$ cat src/rtl/memory_game_core.sv
// memory_game_core: sequence-memory game engine (LFSR-grown sequence, timed playback, press checking, levels).
// Define MEMGAME_TIMEOUT_EN to fail the player after TIMEOUT_TICKS idle ticks in INPUT.
module memory_game_core #(
   parameter int          NUM_LIGHTS      = 4,
   parameter int          SEQ_DEPTH       = 16,
   parameter int          TICK_BASE       = 1000,
   parameter int          TICK_STEP       = 200,
   parameter int          LEVELS_PER_DIFF = 4,
   parameter logic [15:0] SEED            = 16'hACE1,
   parameter int          TIMEOUT_TICKS   = 8
) (
   input  logic                  clk_i,
   input  logic                  rst_ni,
   input  logic                  start_i,
   input  logic [NUM_LIGHTS-1:0] btn_i,
   output logic [NUM_LIGHTS-1:0] lights_o,
   output logic [7:0]            level_o,
   output logic [1:0]            difficulty_o,
   output logic [2:0]            phase_o,
   output logic                  game_over_o,
   output logic                  win_o
);
   localparam int IDX_W = $clog2(NUM_LIGHTS);
   localparam int PTR_W = $clog2(SEQ_DEPTH);
   localparam int CNT_W = $clog2(TICK_BASE);
   localparam int TN_W  = $clog2(TIMEOUT_TICKS + 2);
   localparam logic [2:0] IDLE = 3'd0, SHOW_ON = 3'd1, SHOW_GAP = 3'd2, INPUT = 3'd3,
                          GOOD = 3'd4, FAIL = 3'd5, WIN = 3'd6;

   logic [2:0]            state_q, state_d;
   logic [PTR_W-1:0]      ptr_q, ptr_d, wr_addr;
   logic [7:0]            level_q, level_d, lvl_m1;
   logic [1:0]            diff_q, diff_d;
   logic [CNT_W-1:0]      cnt_q, cnt_d, period_m1;
   logic [TN_W-1:0]       tn_q, tn_d;
   logic [15:0]           lfsr_q;
   logic [NUM_LIGHTS-1:0] lights_q, lights_d, btn_q, btn_qq, rise;
   logic [IDX_W-1:0]      seq_q [SEQ_DEPTH];
   logic [IDX_W-1:0]      show_idx;
   logic                  wr_en, reload, tick_end, last, hit;

   assign rise     = btn_q & ~btn_qq;
   assign hit      = rise == (NUM_LIGHTS'(1) << seq_q[ptr_q]);
   assign tick_end = cnt_q == '0;
   assign last     = 8'(ptr_q) == level_q - 8'd1;

   always_comb begin
      state_d = state_q;
      ptr_d   = ptr_q;
      level_d = level_q;
      tn_d    = tn_q;
      wr_en   = 1'b0;
      wr_addr = '0;
      reload  = 1'b0;
      case (state_q)
         IDLE, FAIL, WIN: if (start_i) begin
            state_d = SHOW_ON;
            ptr_d   = '0;
            level_d = 8'd1;
            wr_en   = 1'b1;
         end
         SHOW_ON: if (tick_end) state_d = SHOW_GAP;
         SHOW_GAP: if (tick_end) begin
            state_d = last ? INPUT : SHOW_ON;
            ptr_d   = last ? '0 : ptr_q + PTR_W'(1);
         end
         INPUT: begin
            if (rise != '0) begin
               if (!hit) state_d = FAIL;
               else if (last) state_d = GOOD;
               else begin
                  ptr_d  = ptr_q + PTR_W'(1);
                  tn_d   = '0;
                  reload = 1'b1;
               end
            end
`ifdef MEMGAME_TIMEOUT_EN
            else if (tick_end) begin
               if (tn_q == TN_W'(TIMEOUT_TICKS - 1)) state_d = FAIL;
               else tn_d = tn_q + TN_W'(1);
            end
`endif
         end
         GOOD: if (tick_end) begin
            if (tn_q != TN_W'(1)) tn_d = tn_q + TN_W'(1);
            else if (level_q == 8'(SEQ_DEPTH)) state_d = WIN;
            else begin
               state_d = SHOW_ON;
               level_d = level_q + 8'd1;
               ptr_d   = '0;
               wr_en   = 1'b1;
               wr_addr = PTR_W'(level_q);
            end
         end
         default: state_d = IDLE;
      endcase
      if (state_d != state_q) tn_d = '0;
   end

   // Difficulty and tick period follow the next level so a new level starts at its own speed.
   assign lvl_m1    = level_d - 8'd1;
   assign diff_d    = level_d == 8'd0 ? 2'd0 :
                      (lvl_m1 / 8'(LEVELS_PER_DIFF)) > 8'd3 ? 2'd3 : 2'(lvl_m1 / 8'(LEVELS_PER_DIFF));
   assign period_m1 = CNT_W'(TICK_BASE - 1 - TICK_STEP * int'(diff_d));
   assign cnt_d     = (state_d != state_q || reload || tick_end) ? period_m1 : cnt_q - CNT_W'(1);
   assign show_idx  = (wr_en && wr_addr == ptr_d) ? lfsr_q[IDX_W-1:0] : seq_q[ptr_d];
   assign lights_d  = state_d == SHOW_ON ? NUM_LIGHTS'(1) << show_idx : '0;

   always_ff @(posedge clk_i or negedge rst_ni) begin
      if (!rst_ni) begin
         state_q  <= IDLE;
         ptr_q    <= '0;
         level_q  <= '0;
         diff_q   <= '0;
         cnt_q    <= '0;
         tn_q     <= '0;
         lfsr_q   <= SEED;
         lights_q <= '0;
         btn_q    <= '0;
         btn_qq   <= '0;
      end else begin
         state_q  <= state_d;
         ptr_q    <= ptr_d;
         level_q  <= level_d;
         diff_q   <= diff_d;
         cnt_q    <= cnt_d;
         tn_q     <= tn_d;
         lfsr_q   <= {lfsr_q[14:0], lfsr_q[15] ^ lfsr_q[13] ^ lfsr_q[12] ^ lfsr_q[10]};
         lights_q <= lights_d;
         btn_q    <= btn_i;
         btn_qq   <= btn_q;
      end
   end

   always_ff @(posedge clk_i) begin
      if (wr_en) seq_q[wr_addr] <= lfsr_q[IDX_W-1:0];
   end

   assign lights_o     = lights_q;
   assign level_o      = level_q;
   assign difficulty_o = diff_q;
   assign phase_o      = state_q;
   assign game_over_o  = state_q == FAIL;
   assign win_o        = state_q == WIN;
endmodule

$ cat config.mk
export PLATFORM = sky130hd
export DESIGN_NAME = memory_game_core
export DESIGN_NICKNAME = d
export VERILOG_FILES = /design/src/rtl/memory_game_core.sv
export SDC_FILE = /design/constraint.sdc
export NUM_CORES = 1
export LEC_CHECK = 0
export CORE_MARGIN = 2
export CORE_UTILIZATION = 59
export DETAILED_ROUTE_END_ITERATION = 12
export PLACE_DENSITY = 0.75
export SLEW_MARGIN = 20
export SYNTH_ARGS = -nofsm -noshare
export SYNTH_HDL_FRONTEND = slang
export SYNTH_SLANG_ARGS = --single-unit
export TNS_END_PERCENT = 5
$ cat constraint.sdc
create_clock -name clk_i -period 4.45 [get_ports clk_i]
set_input_delay 0.89 -clock clk_i [delete_from_list [all_inputs] [get_ports clk_i]]
set_output_delay 0.89 -clock clk_i [all_outputs]
set_load 0.1 [all_outputs]
# Word level (Yosys, flattened, before mapping)
# Memories as Yosys holds them, arrays and structs flattened.
# Index checks and enable logic that the tools add are counted.
totals:
  regBits: 59
  ram_bits: 32
  in_bits: 7
  out_inout_bits: 19
  wordCells: 108
  n_memories: 1
op_classes:
  addsub: 7
  n_mul: 1
  n_lt_le_gt_ge: 1
  n_eq_ne: 18
  shift: 2
  n_mux: 53
  bitwise: 5
  n_reduce_logical: 10
mem_list:
  columns: ["memory", "depth", "word_bits", "rd", "rd_ports_with_merged_regs", "write_ports", "line_no", "rtl"]
  rows:
  - ["seq_q", 16, 2, 2, 0, 1, "38", "logic [IDX_W-1:0] seq_q [SEQ_DEPTH];"]
op_table:
  columns: ["operator", "count"]
  rows:
  - ["$mux W4", 20]
  - ["$mux W8", 4]
  - ["$mux W3", 9]
  - ["$pmux W4 S4", 1]
  - ["$pmux W8 S2", 1]
  - ["$sub A8 B1 Y8 const B", 2]
  - ["$ne A3 B3 Y1 const B", 5]
  - ["$pmux W3 S5", 1]
  - ["$logic_not A10 Y1", 1]
  - ["$mux W1", 10]
  - ["$mux W10", 1]
  - ["$sub A10 B1 Y10 const B", 1]
  - ["$sub A10 B10 Y10 const A", 1]
  - ["$eq A3 B3 Y1 const B", 3]
  - ["$add A4 B1 Y4 const B", 2]
  - ["$add A8 B1 Y8 const B", 1]
  - ["$eq A4 B4 Y1", 2]
  - ["$eq A4 B8 Y1", 1]
  - ["$eq A8 B5 Y1 const B", 1]
  - ["$logic_not A8 Y1", 1]
  - ["$mux W2", 4]
  - ["$pmux W4 S2", 1]
  - ["$shl A1 B2 Y4 const A", 2]
  - ["$mul A5 B2 Y7 const A", 1]
  - ["16 further kinds", 21]

# Longest topological paths before layout
# Gate-level depths: netlist (run 1).
logic_depth:
  ltp_word: 12
  ltp_mapped: 19
  ltp_nobuf: 17

# Least setup slack after synthesis (run 1)
# Ideal clock, no wire load.
synth_path:
  path_type: "reg-to-output"
  startpoint: "register state_q[0] (netlist: phase_o[0])"
  endpoint: "output port game_over_o"
  arrival_time_ns: 3.778
  required_ns: 3.560
  path_slack_ns: -0.218
  stages_incl_launch_ff: 4
  path_buffers: 2
  path_cell_list: "dfrtp_1 > clkbuf_1 > clkbuf_1 > nor3b_1"
synth_between:
  elab_chain_cells: 1
synth_lines:
  columns: ["element", "line_no", "rtl"]
  rows:
  - ["start, declared", "30", "logic [2:0] state_q, state_d;"]
  - ["start signal, assigned", "122", "state_q <= state_d;"]
  - ["$eq A3 B3 Y1", "143", "assign game_over_o = state_q == FAIL;"]
  - ["end, declared", "20", "output logic game_over_o,"]
# No other way between the ends.

# Final worst setup path (run 1)
layout_path:
  startpoint: "register ptr_q[0]"
  endpoint: "register lights_q[0] (netlist: lights_o[0])"
layout_between:
  elab_chain_cells: 11
  elab_cells_between_ends: 27
layout_lines:
  columns: ["element", "line_no", "rtl"]
  rows:
  - ["start, declared", "31", "logic [PTR_W-1:0] ptr_q, ptr_d, wr_addr;"]
  - ["start signal, assigned", "123", "ptr_q <= ptr_d;"]
  - ["branches (longest 10 deep; another with $mem_v2 Z16 W2)", null, null]
  - ["$mux W4 (*)", "107", "assign lights_d = state_d == SHOW_ON ? NUM_LIGHTS'(1) << show_idx : '0;"]
  - ["via lights_d[0]", "37", "logic [NUM_LIGHTS-1:0] lights_q, lights_d, btn_q, btn_qq, rise;"]
  - ["end signal, assigned", "129", "lights_q <= lights_d;"]
  - ["end, declared", "37", null]
# Mark *: on every way through the listed nets, which the timed path passes.
# A chain may end at the register's enable or synchronous reset.

==> impl_summary.txt, run 1 <==
----------------------------------------------------
[Yosys]
  Yosys synthesis warning count ... 0
  Fraction of registers with async set/reset ... about 65%
  Area fraction in compound gates after synthesis ... 14.2%
  Post-Syn Area ... roughly 5100 um^2
  Yosys reg bits ... 91
  Number of enable flip-flop cells after synthesis ... 32
  Number of instances in the synthesized netlist ... approximately 490
  Combinational family with the most area after synthesis ... simple AND/OR/NAND/NOR gates
  Fraction of the mapped netlist area in adder cells ... 2.92%
  Syn nets ... slightly above 500
  Share of cell area taken by muxes after synthesis ... 8.13%
  Synthesized-area fraction occupied by xor and xnor cells ... 3.92%
  Synth Area per Inst ... 10.4 um^2
  Number of distinct library cells after synthesis ... 73
  Simple-gate portion of the synthesized area ... between 10% and 20%
  Most frequently used flop master after synthesis ... sky130_fd_sc_hd__dfrtp_1
  Sequential area share after synthesis ... 47.6%

[Min path]
  Endpoint of the worst hold-timing path ... lfsr_q[10]
  Min-Delay Startpoint ... lfsr_q[9]
  Hold depth ... 0
  HP Class ... reg2reg

[Global routing]
  Pin count of the biggest net entering global routing ... 39
  Leftover overflow at the end of global routing ... 0
  Number of global-route vias before repair ... 3666
  Total routing resource utilization after global routing ... 25.3%
  First-pass GRT wire length ... 18900 um
  Initial antenna violation count ... 0

[Floorplanning]
  Die height ... slightly below 100 um
  I/O Pins ... 26
  Core Box Area ... 8590 um^2
  Die W ... 97.4 um
  Initial core utilization ... 59.8%
  Die area ... 9480 um^2
  Row Count ... 34

[Setup path]
  Maximum single-stage delay on the critical path ... 0.57 ns
  Critical path cell sequence ... mux4_2 -> mux2_2 -> o21ai_2 -> a41oi_2 -> a211oi_4 -> o31ai_4 -> a21oi_4 -> mux2_1 -> o31ai_1 -> a211oi_1 -> or3_1 -> nor3b_2
  Cell depth of the worst flop-to-flop path ... 12
  Slowest library cell on the worst path ... sky130_fd_sc_hd__a211oi_4
  Required arrival time at the worst endpoint ... roughly 4.8 ns
  Endpoint of the most critical register-to-register path ... lights_o[0]
  Endpoint type of the worst setup path ... flip-flop
  CP Max Fanout ... 13
  Startpoint of the worst register-to-register path ... ptr_q[0]
  Data arrival at the endpoint of the critical path ... 4.47 ns
  Classification of the worst setup path ... reg2reg
  Kind of launch point of the worst setup path ... flip-flop
  Reg2reg setup slack ... 0.29 ns

[Routing]
  Iter 0 DRT Violations ... between 200 and 300
  Detailed-route via count ... 3949
  Post-DR wirelength/cell ... 18.3 um
  Vias/cell ... 6.17
  Wirelength, routed ... 11700 um
  TritonRoute pass-1 iters ... 5
  DRC ... 0
  Post-route ant nets ... 0

[Clock network]
  Cts bufs inserted ... 9
  CTS tree ... yes
  # H-tree levels ... 3
  Number of hold buffers added after CTS ... 0
  Post-CTS setup buffer count ... 0
  Resize count post-CTS ... 0
  Clock Path Buffers ... 2
  Total number of clock tree sinks ... 91
  Clk slew on worst S/H paths ... 0.10 ns
  Latest clock arrival within the worst-skew pair ... 0.38 ns
  Clock root buffer master ... sky130_fd_sc_hd__clkbuf_8

[STA]
  Max frequency ... 240 MHz
  Number of setup violations in the final report ... 0
  Tmin final ... 4.16 ns
  Number of pins exceeding their max-slew limit in the final report ... 0
  Post-route clock period utilization ... 93.5%
  Setup tns final ... 0 ns
  Unrepaired setup endpoints after global routing ... false
  Final count of hold timing violations ... 0
  Worst Tran Pin Value ... 0.978 ns
  Worst clock skew ... roughly 0.009 ns
  Headroom to the max-slew limit ... 34.6%

[Finish]
  Share of post-route cells with drive strength above 1 ... 13.2%
  Final net count ... 546
  Number of inserted diodes ... 0
  Area growth from synthesis to layout ... 12.7%
  Cell area after layout ... between 5000 and 6000 um^2
  Non-filler cells, final ... 640

[Pwr]
  Combinational share of power ... 46.0%
  Portion of total power attributed to the clock network ... 19.3%
  Relative contribution of sequential cells to total power ... 34.7%
  Switching power share of the total ... a little over two fifths
  Cell area power density ... 538 nW/um^2
  Power Internal ... about 1.8 mW
  Switching power total ... 1.35 mW
  Maximum vdd drop ... 0.429 mV
  P_leak ... about 2.2 nW

[Placed design]
  Instance area after placement ... 5580 um^2
  Dpl cells ... ~620
  Number of I/O port buffers ... 25
  Total half-perimeter wirelength after legalization and detailed placement ... 8720 um
  Placer congestion estimate ... between 0.9 and 1

[Status]
  Status ... complete, no violations

[Run]
  Number of maximum-capacitance constraint violations ... 0

----------------------------------------------------
[critical path: cells and delay by family (launching register included)]
family | cells | cell delay (ns)
AND/OR/NAND/NOR | 2 | 0.59
AO/OA/AOI/OAI | 7 | 1.70
multiplexers | 3 | 1.24
flip-flops | 1 | 0.55
[state kept, by name, indices dropped and copies added, names as in the netlist]
signal / cells
btn_q: 4
lfsr_q: 16
tn_q: 4
seq_q: 32
difficulty_o: 2
lights_o: 4
cnt_q: 10
btn_qq: 4
ptr_q: 4
level_o: 8
phase_o: 3
[layout by cell type, fill, tap and decap left out, drive strengths merged, types with 11 or more instances in the layout]
cell	n
nand3	16
nor2b	12
mux2i	20
xnor2	15
clkdlybuf4s50	24
inv	24
nor2	43
buf	21
edfxtp	32
a21oi	20
nor3	18
dfrtp	51
o21ai	21
nand2	43
nand2b	11
ha	12
[area by class of cell]
cell class,count,area (um^2)
clock buffers,9,124
repair buffers,45,395
inverters,21,78.8
fillers,664,2800
flip-flops and latches,91,2450
clock inverters,7,92.6
multi-input cells,359,2520
well taps,108,135
[cell usage after synthesis, types with 6 or more instances]
cell | number | share of area (%)
sky130_fd_sc_hd__nand2b_1 | 11 | 1.3
sky130_fd_sc_hd__dfstp_2 | 8 | 4.1
sky130_fd_sc_hd__mux4_2 | 6 | 2.6
sky130_fd_sc_hd__buf_2 | 6 | 0.58
sky130_fd_sc_hd__nand3_1 | 16 | 1.6
sky130_fd_sc_hd__clkbuf_1 | 13 | 0.95
sky130_fd_sc_hd__nand4_1 | 6 | 0.73
sky130_fd_sc_hd__nor2_1 | 43 | 3.1
sky130_fd_sc_hd__nor3_1 | 17 | 1.7
sky130_fd_sc_hd__o31ai_1 | 8 | 1.2
sky130_fd_sc_hd__mux2i_1 | 19 | 3.7
sky130_fd_sc_hd__nor2b_1 | 12 | 1.5
sky130_fd_sc_hd__ha_1 | 12 | 2.9
sky130_fd_sc_hd__xor2_1 | 8 | 1.4
sky130_fd_sc_hd__edfxtp_1 | 32 | 19
sky130_fd_sc_hd__and2_1 | 7 | 0.85
sky130_fd_sc_hd__o21ai_0 | 18 | 1.8
sky130_fd_sc_hd__a21oi_1 | 19 | 1.8
sky130_fd_sc_hd__inv_1 | 20 | 1.5
sky130_fd_sc_hd__xnor2_1 | 15 | 2.6
sky130_fd_sc_hd__or3_1 | 7 | 0.85
sky130_fd_sc_hd__a31oi_1 | 7 | 0.85
sky130_fd_sc_hd__o211ai_1 | 6 | 0.88
sky130_fd_sc_hd__dfrtp_1 | 51 | 25
sky130_fd_sc_hd__nand2_1 | 43 | 3.1
[worst max path at each step]
stage,start,to,slack [ns],cells past startpoint
2_1_floorplan,level_o[1],lights_o[0],-0.20,17
3_3_place_gp,start_i,lights_o[0],0.35,13
3_5_place_dp,start_i,lights_o[0],0.22,13
4_1_cts,ptr_q[0],lights_o[0],0.28,12
5_1_grt,ptr_q[0],lights_o[2],0.03,12
6_report,ptr_q[0],lights_o[0],0.29,12
[stage by stage]
stage / utilization, % / power, mW / hold slack (ns) / worst slack [ns]
after floorplan: - / 2.18 / 0.331 / -0.196
after global placement: 64.9 / 2.49 / 0.338 / 0.350
after detailed placement: 64.9 / 2.52 / 0.338 / 0.224
after CTS: 67.4 / 3.13 / 0.366 / 0.277
after global routing: 67.4 / 3.29 / 0.370 / 0.0322
final: 67.4 / 3.12 / 0.363 / 0.289
[per-layer routing]
layer  part of all wire, %  global-route usage [%]  wire length [um]
met2                    45                    37.9              5330
met1                    46                    38.0              5360
met4                   1.5                    6.20               180
met3                   7.4                    5.76               870
met5                     0                       0                 0
[cell families after synthesis]
group / Yosys count
simple gates: 193
xor+xnor: 23
fa+ha+maj: 12
flops: 91
buf+inv: 42
compound gates: 98
mux: 33
[power by group through the flow]
stage	combinational, mW	sequential [mW]	clock [mW]
floorplan	0.837	1.34	0
CTS	1.43	1.08	0.616
finish	1.43	1.08	0.603
global placement	1.40	1.09	0
detailed placement	1.42	1.10	0
global route	1.55	1.10	0.653
(Power assumes the default switching activity.)
==> run 2, diff against run 1 <==
--- a/config.mk
+++ b/config.mk
@@ -9,6 +9,7 @@
 export CORE_UTILIZATION = 59
 export DETAILED_ROUTE_END_ITERATION = 12
 export PLACE_DENSITY = 0.75
+export REMOVE_ABC_BUFFERS = 1
 export SLEW_MARGIN = 20
 export SYNTH_ARGS = -nofsm -noshare
 export SYNTH_HDL_FRONTEND = slang
==> run 2 against run 1 <==
Compared with the run above:
- core utilization decreased by 0.25 points
- critical endpoint unchanged
- largest cell class unchanged
- clock-buffer cell count unchanged
- highest routed layer unchanged
- clock power fell by 6.8%
- fmax is 0.20% lower
==> impl_summary.txt, run 2 (same netlist as run 1, synthesis figures left out) <==
----------------------------------------------------
[Setup path]
  Endpoint type of the worst setup path ... flip-flop
  Cell depth of the worst flop-to-flop path ... 12
  Kind of launch point of the worst setup path ... flip-flop
  Required arrival time at the worst endpoint ... 4.74 ns
  Endpoint of the most critical register-to-register path ... lights_o[0]
  Classification of the worst setup path ... reg2reg
  Data arrival at the endpoint of the critical path ... 4.46 ns
  Reg2reg setup slack ... 0.28 ns
  CP Max Fanout ... 18
  Startpoint of the worst register-to-register path ... ptr_q[0]

[Placed design]
  Placer congestion estimate ... 0.921
  Total half-perimeter wirelength after legalization and detailed placement ... about 8700 um
  Instance area after placement ... 5570 um^2
  Dpl ws ... 0.181 ns
  Dpl cells ... 624
  Number of I/O port buffers ... 25

[STA]
  Final count of hold timing violations ... 0
  Worst Tran Pin Value ... 0.981 ns
  Post-route clock period utilization ... a little over nine tenths
  Worst clock skew ... between 0.02 and 0.025 ns
  Number of setup violations in the final report ... 0
  Unrepaired setup endpoints after global routing ... false
  Max frequency ... 240 MHz
  Number of pins exceeding their max-slew limit in the final report ... 0
  Headroom to the max-slew limit ... between 30% and 40%
  Post-layout worst setup margin ... 0.281 ns
  Setup tns final ... 0 ns
  Worst Hold Margin ... about 0.36 ns
  Tmin final ... 4.17 ns

[Routing]
  Iter 0 DRT Violations ... 260
  Post-route ant nets ... 0
  DRC ... 0
  Uppermost metal layer occupied by signal nets ... met4
  Vias/cell ... approximately 6.3
  Detailed-routed wire length on met3 ... ~710 um
  Wire length the detailed router placed on met1 ... 5360 um
  TritonRoute pass-1 iters ... 5
  Detailed-route via count ... 4031
  Routed met2 length ... between 5000 and 6000 um
  Wirelength, routed ... approximately 12000 um
  Post-DR wirelength/cell ... 18.5 um

[Finish]
  Most common library cell in the layout ignoring fill and taps ... sky130_fd_sc_hd__dfrtp_1
  Number of inserted diodes ... 0
  Non-filler cells, final ... 640
  Area growth from synthesis to layout ... 12.2%
  Register name with the most flops ... seq_q
  Largest registers ... seq_q: 32 flops, lfsr_q: 16 flops, cnt_q: 10 flops
  Cell area after layout ... slightly below 6000 um^2
  Share of post-route cells with drive strength above 1 ... about an eighth
  Final net count ... approximately 550
  Number of flip-flops in the largest register ... 32
  Commonest cells after routing, fill and taps aside ... sky130_fd_sc_hd__dfrtp_1 (51), sky130_fd_sc_hd__nor2_1 (43), sky130_fd_sc_hd__nand2_1 (43)
  End-of-flow core utilization ... 67.2%

[Clock network]
  Clk slew on worst S/H paths ... 0.11 ns
  CTS tree ... yes
  Number of hold buffers added after CTS ... 0
  Clock Path Buffers ... 2
  Post-CTS setup buffer count ... 0
  Total number of clock tree sinks ... 91
  Cts bufs inserted ... 9
  # H-tree levels ... 3
  Resize count post-CTS ... 0
  Clock root buffer master ... sky130_fd_sc_hd__clkbuf_8
  Latest clock arrival within the worst-skew pair ... 0.37 ns

[Floorplanning]
  Core Box Area ... around 8600 um^2
  Row Count ... 34
  I/O Pins ... 26
  Initial core utilization ... 59.8%
  Die W ... 97.4 um
  Die height ... 97.4 um
  Die area ... between 9000 and 10000 um^2

[Global routing]
  Number of global-route vias before repair ... 3990
  Initial antenna violation count ... 0
  First-pass GRT wire length ... 20300 um
  Pin count of the biggest net entering global routing ... 44
  Total routing resource utilization after global routing ... 26.7%
  Leftover overflow at the end of global routing ... 0

[Status]
  Status ... complete, no violations

[Min path]
  HP Class ... reg2reg
  Min-Delay Startpoint ... lfsr_q[8]
  Endpoint of the worst hold-timing path ... lfsr_q[9]
  Hold depth ... 0

[Pwr]
  Sum of internal, switching and leakage power ... 3.08 mW
  Cell area power density ... 534 nW/um^2
  P_leak ... 2.21 nW
  Maximum vdd drop ... 0.509 mV

[Run]
  Number of maximum-capacitance constraint violations ... 0

----------------------------------------------------
## run 2: cell count changes in the layout (fill, tap and decap cells not counted), sizes merged
cell,change
clkinvlp,-2
clkinv,+3
bufinv,-1
## run 2: how the worst max path moves through the flow
| stage | start | endpoint | cells past startpoint |
|---|---|---|---|
| 2_1_floorplan | level_o[1] | lights_o[0] | 15 |
| 3_3_place_gp | start_i | lights_o[0] | 13 |
| 3_5_place_dp | start_i | lights_o[0] | 13 |
| 4_1_cts | ptr_q[0] | lights_o[0] | 12 |
| 5_1_grt | level_o[1] | lights_o[0] | 14 |
| 6_report | ptr_q[0] | lights_o[0] | 12 |
## run 2: final cells by class
type                            instances  area [um^2]
Inverter                               21         78.8
Multi-Input combinational cell        359         2510
Tap cell                              108          135
Sequential cell                        91         2450
Clock inverter                          7         76.3
Clock buffer                            9          124
Timing Repair Buffer                   45          395
Fill cell                             655         2820
## run 2: where the power goes
| group | total (mW) | leakage, nW | internal [mW] | switching [mW] |
|---|---|---|---|---|
| registers | 1.09 | 0.981 | 0.967 | 0.119 |
| logic | 1.43 | 1.13 | 0.519 | 0.912 |
| clock network | 0.562 | 0.102 | 0.223 | 0.339 |
## run 2: critical path: stages (launching register included)
cell,delay (ns)
sky130_fd_sc_hd__dfrtp_1,0.52
sky130_fd_sc_hd__mux4_2,0.55
sky130_fd_sc_hd__mux2_2,0.32
sky130_fd_sc_hd__o21ai_2,0.17
sky130_fd_sc_hd__a41oi_2,0.07
sky130_fd_sc_hd__a211oi_4,0.57
sky130_fd_sc_hd__o31ai_4,0.14
sky130_fd_sc_hd__a21oi_4,0.49
sky130_fd_sc_hd__mux2_1,0.39
sky130_fd_sc_hd__o31ai_1,0.20
sky130_fd_sc_hd__a211oi_1,0.08
sky130_fd_sc_hd__or3_1,0.42
sky130_fd_sc_hd__nor3b_2,0.16
## run 2: metal layers
metal	global-route usage, %	vias to the layer above
li1	-	1871
met1	39.1	1987
met2	41.7	157
met3	4.17	16
met4	8.12	0
met5	0	-
==> run 3, diff against run 2 <==
--- a/config.mk
+++ b/config.mk
@@ -5,9 +5,10 @@
 export SDC_FILE = /design/constraint.sdc
 export NUM_CORES = 1
 export LEC_CHECK = 0
-export CORE_MARGIN = 2
+export CORE_MARGIN = 1
 export CORE_UTILIZATION = 59
 export DETAILED_ROUTE_END_ITERATION = 12
+export GPL_ROUTABILITY_DRIVEN = 0
 export PLACE_DENSITY = 0.75
 export REMOVE_ABC_BUFFERS = 1
 export SLEW_MARGIN = 20
==> run 3 against run 2 <==
Compared with the run above:
- global-route usage is 2.2 points higher
- clock-buffer cell count stayed put
- flip-flop and latch count stayed put
- worst hold slack better by 0.0030 ns
- critical endpoint is now cnt_q[5]
- highest routed layer unchanged
- clock skew is 0.0078 ns lower
- largest power group unchanged
==> impl_summary.txt, run 3 (same netlist as run 1, synthesis figures left out) <==
----------------------------------------------------
[Clock network]
  Post-CTS setup buffer count ... 0
  Clock Path Buffers ... 2
  Clock root buffer master ... sky130_fd_sc_hd__clkbuf_8
  # H-tree levels ... 3
  Resize count post-CTS ... 0
  Number of hold buffers added after CTS ... 0
  Total number of clock tree sinks ... 91
  Latest clock arrival within the worst-skew pair ... around 0.38 ns
  CTS tree ... yes
  Cts bufs inserted ... 9
  Clk slew on worst S/H paths ... 0.10 ns

[Global routing]
  Number of global-route vias before repair ... between 3000 and 4000
  First-pass GRT wire length ... a little under 20000 um
  Initial antenna violation count ... 0
  Pin count of the biggest net entering global routing ... between 40 and 50
  Total routing resource utilization after global routing ... between 20% and 30%
  Leftover overflow at the end of global routing ... 0

[STA]
  Worst clock skew ... 0.0143 ns
  Final count of hold timing violations ... 0
  Tmin final ... 4.15 ns
  Unrepaired setup endpoints after global routing ... false
  Worst Tran Pin Value ... roughly 1 ns
  Worst Hold Margin ... approximately 0.36 ns
  Headroom to the max-slew limit ... between 30% and 40%
  Post-route clock period utilization ... 93.3%
  Max frequency ... 241 MHz
  Setup tns final ... 0 ns
  Number of pins exceeding their max-slew limit in the final report ... 0
  Number of setup violations in the final report ... 0

[Finish]
  Share of post-route cells with drive strength above 1 ... 13.5%
  Area growth from synthesis to layout ... 12.6%
  Number of inserted diodes ... 0
  Fill cell total of the finished layout ... 637
  Most common library cell in the layout ignoring fill and taps ... sky130_fd_sc_hd__dfrtp_1
  Cell area after layout ... just under 6000 um^2
  Largest registers ... seq_q: 32 flops, lfsr_q: 16 flops, cnt_q: 10 flops
  Non-filler cells, final ... 640
  Number of flip-flops in the largest register ... 32
  Commonest cells after routing, fill and taps aside ... sky130_fd_sc_hd__dfrtp_1 (51), sky130_fd_sc_hd__nor2_1 (43), sky130_fd_sc_hd__nand2_1 (43)
  Final net count ... between 500 and 600
  Register name with the most flops ... seq_q

[Routing]
  DRC ... 0
  Wirelength, routed ... 12000 um
  Iter 0 DRT Violations ... approximately 250
  Post-route ant nets ... 0
  TritonRoute pass-1 iters ... 5
  Post-DR wirelength/cell ... 18.8 um
  Detailed-route via count ... 4057
  Vias/cell ... 6.34

[Floorplanning]
  I/O Pins ... 26
  Initial core utilization ... 61.6%
  Die area ... 9090 um^2
  Core Box Area ... 8340 um^2
  Die height ... 95.4 um
  Row Count ... 33
  Die W ... 95.4 um

[Setup path]
  CP Max Fanout ... 10
  Classification of the worst setup path ... reg2reg
  Slowest library cell on the worst path ... sky130_fd_sc_hd__a211oi_4
  Crit path buffers/inverters ... 0
  Data arrival at the endpoint of the critical path ... around 4.4 ns
  Cell family with the largest share of critical-path delay ... compound AO/OA/AOI/OAI gates
  Critical path cell sequence ... mux4_2 -> mux2_2 -> o21ai_2 -> a41oi_2 -> a211oi_4 -> o32ai_1 -> nand2_1 -> o221ai_2 -> xnor2_1 -> o211ai_1 -> nor3_4 -> mux2_1
  Endpoint type of the worst setup path ... flip-flop
  Kind of launch point of the worst setup path ... flip-flop
  Required arrival time at the worst endpoint ... 4.71 ns
  Maximum single-stage delay on the critical path ... 0.58 ns

[Pwr]
  P_leak ... 2.22 nW
  Maximum vdd drop ... 0.457 mV
  Cell area power density ... 533 nW/um^2
  Sum of internal, switching and leakage power ... 3.09 mW

[Placed design]
  Instance area after placement ... roughly 5600 um^2
  Number of I/O port buffers ... 25
  Total half-perimeter wirelength after legalization and detailed placement ... a little under 9000 um
  Dpl cells ... about 620

[Run]
  Number of maximum-capacitance constraint violations ... 0

[Min path]
  HP Class ... reg2reg

[Status]
  Status ... complete, no violations

----------------------------------------------------
[run 3: cell count changes in the layout (fill, tap and decap cells not counted)]
cell,change
sky130_fd_sc_hd__buf_4,+3
sky130_fd_sc_hd__clkinv_4,-2
sky130_fd_sc_hd__clkinvlp_4,+1
sky130_fd_sc_hd__inv_6,+1
[run 3: power by group]
| group | switching (mW) | leakage (nW) | total [mW] | internal [mW] |
|---|---|---|---|---|
| clock | 0.339 | 0.0985 | 0.561 | 0.222 |
| sequential | 0.107 | 0.981 | 1.07 | 0.967 |
| combinational | 0.918 | 1.14 | 1.45 | 0.531 |
| total | 1.36 | 2.22 | 3.09 | 1.72 |
[run 3: worst register-to-register path: stages, from the launching register on]
cell and delay (ns):
sky130_fd_sc_hd__dfrtp_1 0.53, sky130_fd_sc_hd__mux4_2 0.56, sky130_fd_sc_hd__mux2_2 0.32, sky130_fd_sc_hd__o21ai_2 0.18, sky130_fd_sc_hd__a41oi_2 0.09, sky130_fd_sc_hd__a211oi_4 0.58, sky130_fd_sc_hd__o32ai_1 0.29, sky130_fd_sc_hd__nand2_1 0.14
sky130_fd_sc_hd__o221ai_2 0.12, sky130_fd_sc_hd__xnor2_1 0.17, sky130_fd_sc_hd__o211ai_1 0.30, sky130_fd_sc_hd__nor3_4 0.41, sky130_fd_sc_hd__mux2_1 0.37
[run 3: layer usage]
| layer | global-route usage (%) | up-vias | part of all wire (%) |
|---|---|---|---|
| met5 | 0 | - | 0 |
| met1 | 38.9 | 2012 | 45 |
| met3 | 5.74 | 20 | 5.7 |
| li1 | - | 1875 | - |
| met4 | 11.2 | 0 | 2.0 |
| met2 | 46.1 | 150 | 48 |
[run 3: final timing paths]
kind / start / endpoint / slack [ns] / depth (start not counted)
setup / recovery: ptr_q[0] / cnt_q[5] / 0.30 / 12
hold / removal: lfsr_q[14] / lfsr_q[15] / 0.36 / 0
setup reg to reg: ptr_q[0] / cnt_q[5] / 0.30 / 12
hold reg to reg: lfsr_q[14] / lfsr_q[15] / 0.36 / 0
max in group asynchronous: rst_ni / lfsr_q[13] / 3.11 / 2
min in group asynchronous: rst_ni / phase_o[0] / 0.44 / 1
[run 3: stage by stage]
step	util [%]	setup slack, ns
global placement	67.0	0.372
CTS	69.4	0.323
detailed placement	67.0	0.283
floorplan	-	-0.430
finish	69.4	0.299
global route	69.4	0.0131
[run 3: area by class of cell]
| cell class | instances | area [um^2] | area share [%] |
|---|---|---|---|
| clock inverter | 7 | 75.1 | 1.30 |
| clock buffer | 9 | 124 | 2.14 |
| timing repair buffer | 48 | 418 | 7.22 |
| sequential | 91 | 2450 | 42.3 |
| multi-input combinational | 359 | 2510 | 43.4 |
| inverter | 21 | 78.8 | 1.36 |
| tap | 105 | 131 | 2.27 |
